$ cat src/rtl/pdm_mic_frontend.sv
// PDM microphone front end: generates the mic clock, captures one or two
// interleaved PDM channels and decimates each by ones-counting into signed samples.
module pdm_mic_frontend #(
  parameter int unsigned CLK_DIV  = 32,
  parameter int unsigned DEC_LOG2 = 8,
  parameter int unsigned OUT_W    = 8,
  parameter int unsigned NUM_CH   = 1
) (
  input  logic                    clk_in,
  input  logic                    rst_in,
  input  logic                    enable_in,
  input  logic                    mic_data_in,
  output logic                    mic_clk_out,
  output logic                    pdm_tick_out,
  output logic [NUM_CH*OUT_W-1:0] sample_out,
  output logic                    sample_valid_out,
  output logic                    clip_out
);

  localparam int unsigned DIV_W      = $clog2(CLK_DIV);
  localparam int unsigned TALLY_W    = DEC_LOG2 + 1;
  localparam int unsigned CEN_W      = DEC_LOG2 + 2;
  localparam int unsigned RES_W      = OUT_W + 1;
  localparam int unsigned SHIFT      = DEC_LOG2 - OUT_W;
  localparam int unsigned HALF_RATIO = 2 ** (DEC_LOG2 - 1);
  localparam int unsigned MAX_POS    = 2 ** (OUT_W - 1) - 1;

  logic [DIV_W-1:0]        r_div_cnt;
  logic                    r_mic_clk;
  logic [TALLY_W-1:0]      r_tally0;
  logic [DEC_LOG2-1:0]     r_frame_cnt;
  logic [NUM_CH*OUT_W-1:0] r_sample;
  logic                    r_valid;
  logic                    r_clip;

  logic                    w_cap0;
  logic                    w_last0;
  logic [TALLY_W-1:0]      w_sum0;

  // Centre the ones count, scale to OUT_W and saturate; MSB of result is the clip flag.
  function automatic logic [RES_W-1:0] f_quant(input logic [TALLY_W-1:0] tally);
    logic signed [CEN_W-1:0] v_cen;
    logic signed [CEN_W-1:0] v_shf;
    v_cen = $signed({1'b0, tally}) - $signed(CEN_W'(HALF_RATIO));
    v_shf = v_cen >>> SHIFT;
    if (v_shf > $signed(CEN_W'(MAX_POS))) begin
      f_quant = {1'b1, OUT_W'(MAX_POS)};
    end else begin
      f_quant = {1'b0, v_shf[OUT_W-1:0]};
    end
  endfunction

  assign w_cap0  = enable_in && (r_div_cnt == DIV_W'(CLK_DIV - 1));
  assign w_last0 = w_cap0 && (r_frame_cnt == '1);
  assign w_sum0  = r_tally0 + TALLY_W'(mic_data_in);

  // Clock divider, mic clock and channel-0 accumulation
  always_ff @(posedge clk_in or negedge rst_in) begin
    if (!rst_in) begin
      r_div_cnt   <= '0;
      r_mic_clk   <= 1'b0;
      r_tally0    <= '0;
      r_frame_cnt <= '0;
    end else if (!enable_in) begin
      r_div_cnt   <= '0;
      r_mic_clk   <= 1'b0;
      r_tally0    <= '0;
      r_frame_cnt <= '0;
    end else begin
      r_div_cnt <= (r_div_cnt == DIV_W'(CLK_DIV - 1)) ? '0 : r_div_cnt + DIV_W'(1);
      r_mic_clk <= (r_div_cnt < DIV_W'(CLK_DIV / 2));
      if (w_cap0) begin
        r_tally0    <= w_last0 ? '0 : w_sum0;
        r_frame_cnt <= r_frame_cnt + DEC_LOG2'(1);
      end
    end
  end

  if (NUM_CH == 2) begin : gen_two_ch
    logic               r_started;
    logic               r_pending;
    logic [TALLY_W-1:0] r_tally1;
    logic [TALLY_W-1:0] r_done0;
    logic               w_cap1;
    logic               w_fin;
    logic [TALLY_W-1:0] w_sum1;
    logic [RES_W-1:0]   w_res0;
    logic [RES_W-1:0]   w_res1;

    // Channel 1 only counts captures that follow a channel-0 capture, so both
    // channels see exactly one full frame of bits.
    assign w_cap1 = enable_in && r_started && (r_div_cnt == DIV_W'(CLK_DIV / 2 - 1));
    assign w_fin  = w_cap1 && r_pending;
    assign w_sum1 = r_tally1 + TALLY_W'(mic_data_in);
    assign w_res0 = f_quant(r_done0);
    assign w_res1 = f_quant(w_sum1);

    always_ff @(posedge clk_in or negedge rst_in) begin
      if (!rst_in) begin
        r_started <= 1'b0;
        r_pending <= 1'b0;
        r_tally1  <= '0;
        r_done0   <= '0;
        r_sample  <= '0;
        r_valid   <= 1'b0;
        r_clip    <= 1'b0;
      end else if (!enable_in) begin
        r_started <= 1'b0;
        r_pending <= 1'b0;
        r_tally1  <= '0;
        r_done0   <= '0;
        r_valid   <= 1'b0;
        r_clip    <= 1'b0;
      end else begin
        r_valid <= w_fin;
        r_clip  <= w_fin && (w_res0[OUT_W] || w_res1[OUT_W]);
        if (w_cap0) r_started <= 1'b1;
        if (w_last0) begin
          r_pending <= 1'b1;
          r_done0   <= w_sum0;
        end else if (w_fin) begin
          r_pending <= 1'b0;
        end
        if (w_cap1) r_tally1 <= w_fin ? '0 : w_sum1;
        if (w_fin) r_sample <= {w_res1[OUT_W-1:0], w_res0[OUT_W-1:0]};
      end
    end
  end else begin : gen_one_ch
    logic [RES_W-1:0] w_res0;

    assign w_res0 = f_quant(w_sum0);

    always_ff @(posedge clk_in or negedge rst_in) begin
      if (!rst_in) begin
        r_sample <= '0;
        r_valid  <= 1'b0;
        r_clip   <= 1'b0;
      end else begin
        r_valid <= w_last0;
        r_clip  <= w_last0 && w_res0[OUT_W];
        if (w_last0) r_sample <= w_res0[OUT_W-1:0];
      end
    end
  end

  assign mic_clk_out      = r_mic_clk;
  assign pdm_tick_out     = w_cap0;
  assign sample_out       = r_sample;
  assign sample_valid_out = r_valid;
  assign clip_out         = r_clip;

endmodule

$ cat config.mk
export PLATFORM = sky130hd
export DESIGN_NAME = pdm_mic_frontend
export DESIGN_NICKNAME = d
export VERILOG_FILES = /design/src/rtl/pdm_mic_frontend.sv
export SDC_FILE = /design/constraint.sdc
export NUM_CORES = 1
export LEC_CHECK = 0
export BUFFER_PORTS_ARGS = -buffer_cell sky130_fd_sc_hd__buf_2
export CAP_MARGIN = 10
export CORE_MARGIN = 2
export CORE_UTILIZATION = 47
export DETAILED_ROUTE_END_ITERATION = 8
export PLACE_DENSITY = 0.66
export SLEW_MARGIN = 0
export SYNTH_ARGS = -nofsm -noshare
export SYNTH_HDL_FRONTEND = slang
export SYNTH_SLANG_ARGS = --single-unit
$ cat constraint.sdc
create_clock -name clk_in -period 5.9 [get_ports clk_in]
set_input_delay 0.59 -clock clk_in [delete_from_list [all_inputs] [get_ports clk_in]]
set_output_delay 0.59 -clock clk_in [all_outputs]
set_load 0.1 [all_outputs]
==> results.ini, run 1 <==
[place]
dp_slack_ns = 3.11
place_inst = 216
dp_hpwl_um = 2230
port-buffer-count = 15
place_congestion = 0.807

[worst_setup_path]
critPathRequiredTime_ns = 5.31
timing.rr.start = r_tally0[0]
crit_arrival_ns = 2.14
timing.critical_path.buf_inv = 2
crit_end = pdm_tick_out
path_max_fanout = 9
cp_slowest_cell = buf_2
crit_path_start = r_div_cnt[0]
worst_setup_path_end_kind = primary output
reg2reg_setup_slack_ns = 3.43
worstPathCellList = ha_1 > and3_1 > ha_1 > nand2_1 > inv_1 > buf_2
critPathKind = reg2out
path_common_cell = ha_1
slowest_delay_ns = 0.42
r2r_cells = 9
crit_family = adder cells
start_kind = flip-flop
r2r-end = sample_out[1]
crit_cells = 6

[yosys]
synth.area.mux_share_pct = 0.590
synth_cells = 162
yosys.area_share.adder_pct = 5.90
synthArstFlopShare_pct = 100
yosys.area.top_type_share_pct = 48.7
synthTopCellsByArea = dfrtp_1 (49%), ha_1 (5.9%), xnor2_1 (4.6%)
ys_seq_elements = 33
syn_area_per_cell_um2 = 10.5
ys_types = 39
yosysMostFrequentCell = dfrtp_1
yosys_most_used_dff = dfrtp_1
synth_nets = 174
synthSimpleGateAreaFrac_pct = 19.5
synth_common_cells = dfrtp_1 (33), nand2_1 (12), nor2_1 (11)
synth_area_mm2 = 0.00170
synth_compound_area_share_pct = 12.3
yosys.area.top_type = dfrtp_1
synth.yosys.warnings = 0
synth_top_family_by_area = simple AND/OR/NAND/NOR gates
synth_xor_area_share_pct = 9.14
ys_seq_area_share_pct = 48.7
synth-edff-count = 0

[job]
cap_violations = 0

[sta]
skew_ns = 0.00903
tightest_slew_ns = 0.726
slew_violations = 0
rsz0062_at_grt = no
finalCritPeriodShare_pct = 46.3
relSlewSlack_pct = 51.6
timing.fmax_ghz = 0.366
holdWs_ns = 0.298
fin_crit_ns = 2.73
finalSetupViolations = 0
final.setup.tns_ns = 0
report.final.hold_viol_count = 0
fin_ws_ns = 3.17

[global_route]
grt_pass1_wl_um = 5430
antenna_found_initial = 0
grt_overflow_total = 0
grt_max_degree = 34
first_global_vias = 1157
grt_use_total_pct = 17.5

[clocking]
root_buffer = clkbuf_4
clkTransAtPathRegs_ns = 0.11
cts_buffers = 5
cts_resized = 0
hold_buffers = 0
clockBufferDepth = 2
cts_tree = built
postCtsSetupBuffers = 0
h-tree-depth = 2
cts_num_sinks = 33
clock_latency_ns = 0.34

[detailed_routing]
wl_per_cell_um = 13.8
ant_nets = 0
dr.first_iter.drc_count = 129
drt_pre_antenna_iters = 4
wl_um = 3080
vias = 1227
detail_route.drc_violations = 0
via_per_inst = 5.48

[cells_and_area]
area_growth_pct = 9.14
post-route-util_pct = 54.6
num_antenna_cells = 0
nFillCells = 310
regArea_um2 = 826
final-instance-count-excl-fill = 224
nets = 189
layout-drive-gt1-share_pct = 18.5
multi_input_area_um2 = 805

[worst_hold_path]
hold_class = in2async

[floorplan]
die_area_mm2 = 0.00411
die_y_um = 64.1
core_area_mm2 = 0.00339
start_util_pct = 50.1
placementRows = 21
die_w_um = 64.1
ioPinCount = 16

[power_and_ir_drop]
ir_drop_uv = 111
leakagePower_nw = 0.870
powerDensity_mw_per_mm2 = 211

[run_status]
status = complete, no violations

==> how the worst min path moves through the flow <==
stage	from	to	cells past startpoint	slack, ns
final	rst_in	sample_out[0]	1	0.30
after global routing	rst_in	r_tally0[5]	1	0.33
after CTS	rst_in	r_frame_cnt[4]	1	0.32
after detailed placement	r_div_cnt[4]	mic_clk_out	1	0.43
after global placement	r_div_cnt[4]	mic_clk_out	1	0.42
after floorplan	rst_in	clip_out	0	0.29
==> registers in the layout (all words and copies together), names as in the netlist <==
| name | flops |
|---|---|
| r_frame_cnt | 8 |
| clip_out | 1 |
| r_div_cnt | 5 |
| mic_clk_out | 1 |
| r_tally0 | 9 |
| sample_valid_out | 1 |
| sample_out | 8 |
==> power breakdown <==
group	total, mW	internal (mW)	switching, mW
logic	0.0148	0.00337	0.0114
registers	0.229	0.228	0.00133
clock network	0.147	0.0690	0.0782
==> placed cells by master (no fill, tap or decap), types with 2 or more instances in the layout <==
cell,synthesis,final
xnor2_2,2,2
a31oi_1,9,9
xnor2_1,9,9
inv_1,5,5
a21oi_1,4,4
xor2_1,5,5
clkbuf_8,0,2
nand2_1,12,12
nand3_1,8,8
nand2b_1,2,2
buf_2,1,15
nor2b_1,3,3
and2_1,7,7
nor2_1,11,11
o21ai_0,9,9
a22o_1,2,2
or3_1,3,3
ha_1,8,8
nand4_1,4,4
a21boi_0,2,2
dfrtp_1,33,33
clkbuf_4,0,5
and3_1,3,3
==> cells by family (layout without fill, tap and decap cells) <==
group | after synthesis | after routing
AND/OR/NAND/NOR | 59 | 59
adder cells (fa/ha/maj) | 8 | 8
buffers and inverters | 12 | 28
flip-flops | 33 | 33
XOR/XNOR | 16 | 16
multiplexers | 1 | 1
AO/OA/AOI/OAI | 33 | 33
==> worst reg2reg max path, cell delays in order (launching register included) <==
cell	delay [ns]
dfrtp_1	0.39
ha_1	0.18
ha_1	0.27
nand2_1	0.12
nor3_1	0.23
xnor2_1	0.20
ha_1	0.29
or3_1	0.40
o21ai_2	0.17
a31oi_1	0.10
==> area by class of cell <==
cell class	count	area share, %
Timing Repair Buffer	15	4.05
Clock buffer	7	3.51
Tap cell	46	3.11
Sequential cell	33	44.6
Clock inverter	1	0.270
Inverter	5	1.01
Multi-Input combinational cell	117	43.4
==> per-stage QoR <==
step	cell area (um^2)	power, mW
5_1_grt	1850	0.410
4_1_cts	1850	0.396
2_1_floorplan	1700	0.241
6_report	1850	0.391
3_3_place_gp	1780	0.248
3_5_place_dp	1780	0.249
==> layer usage <==
metal	up-vias	share of wire (%)	global-route usage, %
met5	-	0	0
met1	599	47	23.9
met4	0	1.6	9.78
met3	4	5.1	4.23
met2	31	46	25.3
li1	593	-	-
Power figures use the tool's default switching activity.
==> inputs of run 2 (changes only) <==
- ABC_AREA: not set -> 1
- PLACE_DENSITY: 0.66 -> 0.68
- clock period: 5.9 -> 2.48 ns (I/O delays scaled with it)
==> results.ini, run 2 <==
[run_status]
status = complete, no violations

[yosys]
synth-edff-count = 0
synth_area_mm2 = 0.00164
synth_nets = 207
ys_seq_elements = 33
syn_area_per_cell_um2 = 8.39
synth_common_cells = nand2_1 (42), dfrtp_1 (33), inv_1 (22), nor2_1 (21), nand3_1 (12)
synthArstFlopShare_pct = 100
synth.yosys.warnings = 0
yosys.area.top_type = dfrtp_1
synthTopCellsByArea = dfrtp_1 (50%), nand2_1 (9.6%), ha_1 (6.1%)
yosys.area.top_type_share_pct = 50.5
yosys_most_used_dff = dfrtp_1
yosysMostFrequentCell = nand2_1
ys_types = 23
ys_seq_area_share_pct = 50.5
synth_cells = 195

[clocking]
cts_num_sinks = 33
postCtsSetupBuffers = 0
root_buffer = clkbuf_4
cts_tree = built
cts_buffers = 5
clock_latency_ns = 0.33
clockBufferDepth = 2
clkTransAtPathRegs_ns = 0.10
h-tree-depth = 2

[detailed_routing]
detail_route.drc_violations = 0
vias = 1289
dr.first_iter.drc_count = 71
wl_per_cell_um = 11.9
via_per_inst = 4.88
wl_um = 3150
ant_nets = 0
drt_pre_antenna_iters = 4

[cells_and_area]
final-instance-count-excl-fill = 264
final_cell_mix = nand2_1 (42), dfrtp_1 (33), inv_1 (22), nor2_1 (21), buf_2 (15)
nets = 230
num_antenna_cells = 0
layout-drive-gt1-share_pct = 18.3
post-route-util_pct = 55.2
largest_reg_flops = 9
final_common_cell = nand2_1
largest-register = r_tally0
design_area_mm2 = 0.00184
area_growth_pct = 12.7

[worst_hold_path]
hold_class = in2reg

[worst_setup_path]
reg2reg_setup_slack_ns = 0.27
r2r-end = sample_out[5]
start_kind = flip-flop
crit_path_start = r_div_cnt[0]
critPathRequiredTime_ns = 2.23
crit_arrival_ns = 1.97
timing.rr.start = r_tally0[0]
worst_setup_path_end_kind = primary output
critPathKind = reg2out
r2r_cells = 14
crit_end = pdm_tick_out
path_max_fanout = 6

[sta]
relSlewSlack_pct = 51.9
fin_crit_ns = 2.21
finalSetupViolations = 0
finalCritPeriodShare_pct = 89.3
timing.fmax_ghz = 0.452
tightest_slew_ns = 0.721
fin_ws_ns = 0.266
slew_violations = 0
final.setup.tns_ns = 0
report.final.hold_viol_count = 0
skew_ns = 0.00967
rsz0062_at_grt = no

[place]
port-buffer-count = 15
dp_hpwl_um = 2260
dp_slack_ns = 0.222
post_dp_cell_area_mm2 = 0.00177
place_congestion = 0.826
place_inst = 256

[global_route]
antenna_found_initial = 0
grt_overflow_total = 0
grt_max_degree = 34
first_global_vias = 1327
grt_use_total_pct = 18.9
grt_pass1_wl_um = 5780

[floorplan]
die_y_um = 63.0
placementRows = 21
die_w_um = 63.0
core_area_mm2 = 0.00334
die_area_mm2 = 0.00397
start_util_pct = 49.0
ioPinCount = 16

[power_and_ir_drop]
ir_drop_uv = 300
powerDensity_mw_per_mm2 = 481
leakagePower_nw = 0.888

[job]
cap_violations = 0

## run 2: what timing repair did
action	4_1_cts	5_1_grt
gates resized for setup	0	1
hold buffers	1	0
endpoints found under the hold margin	33	0
setup endpoints to repair	0	7
## run 2: worst min-delay path by stage
stage	start	to	slack [ns]	cells past startpoint
floorplan	rst_in	clip_out	-0.05	0
global placement	rst_in	r_tally0[7]	0.35	1
detailed placement	rst_in	r_tally0[7]	0.35	1
CTS	enable_in	r_frame_cnt[7]	0.19	3
global route	enable_in	r_div_cnt[4]	0.18	3
finish	enable_in	r_frame_cnt[7]	0.20	3
## run 2: worst max-delay path, cell delays in order, from the launching register on
cell and delay (ns):
dfrtp_1 0.38, ha_1 0.19, nand2_1 0.06, nor2_1 0.11, ha_1 0.25, nand2_1 0.10
inv_2 0.11, buf_2 0.44
## run 2: layout make-up
class | count | area, um^2
well taps | 46 | 57.6
multi-input cells | 134 | 711
repair buffers | 17 | 92.6
inverters | 27 | 101
clock buffers | 7 | 55.1
flip-flops and latches | 33 | 826
fillers | 325 | 1490
## run 2: where the power goes
part	internal (mW)	leakage (nW)	switching [mW]	total [mW]
Combinational	0.00816	0.400	0.0292	0.0374
Clock	0.134	0.0314	0.170	0.304
Sequential	0.542	0.456	0.00287	0.545
## run 2: through the flow
step	power [mW]	hold slack, ns
after floorplan	0.573	-0.0476
after global routing	0.928	0.184
final	0.886	0.196
after CTS	0.899	0.185
after global placement	0.593	0.350
after detailed placement	0.593	0.352
## run 2: cell families after synthesis
| family | Yosys count | share of synthesized area [%] |
|---|---|---|
| buf+inv | 28 | 6.50 |
| compound gates | 32 | 10.6 |
| flops | 33 | 50.5 |
| fa+ha+maj | 8 | 6.12 |
| simple gates | 91 | 24.7 |
| xor+xnor | 3 | 1.61 |
## run 2: per-layer routing
metal | routed length (um) | global-route usage [%] | part of all wire (%) | vias to the layer above
li1 | - | - | - | 671
met1 | 1470 | 23.8 | 47 | 589
met2 | 1520 | 30.6 | 48 | 25
met3 | 124 | 5.95 | 3.9 | 4
met4 | 34 | 6.94 | 1.1 | 0
met5 | 0 | 0 | 0 | -
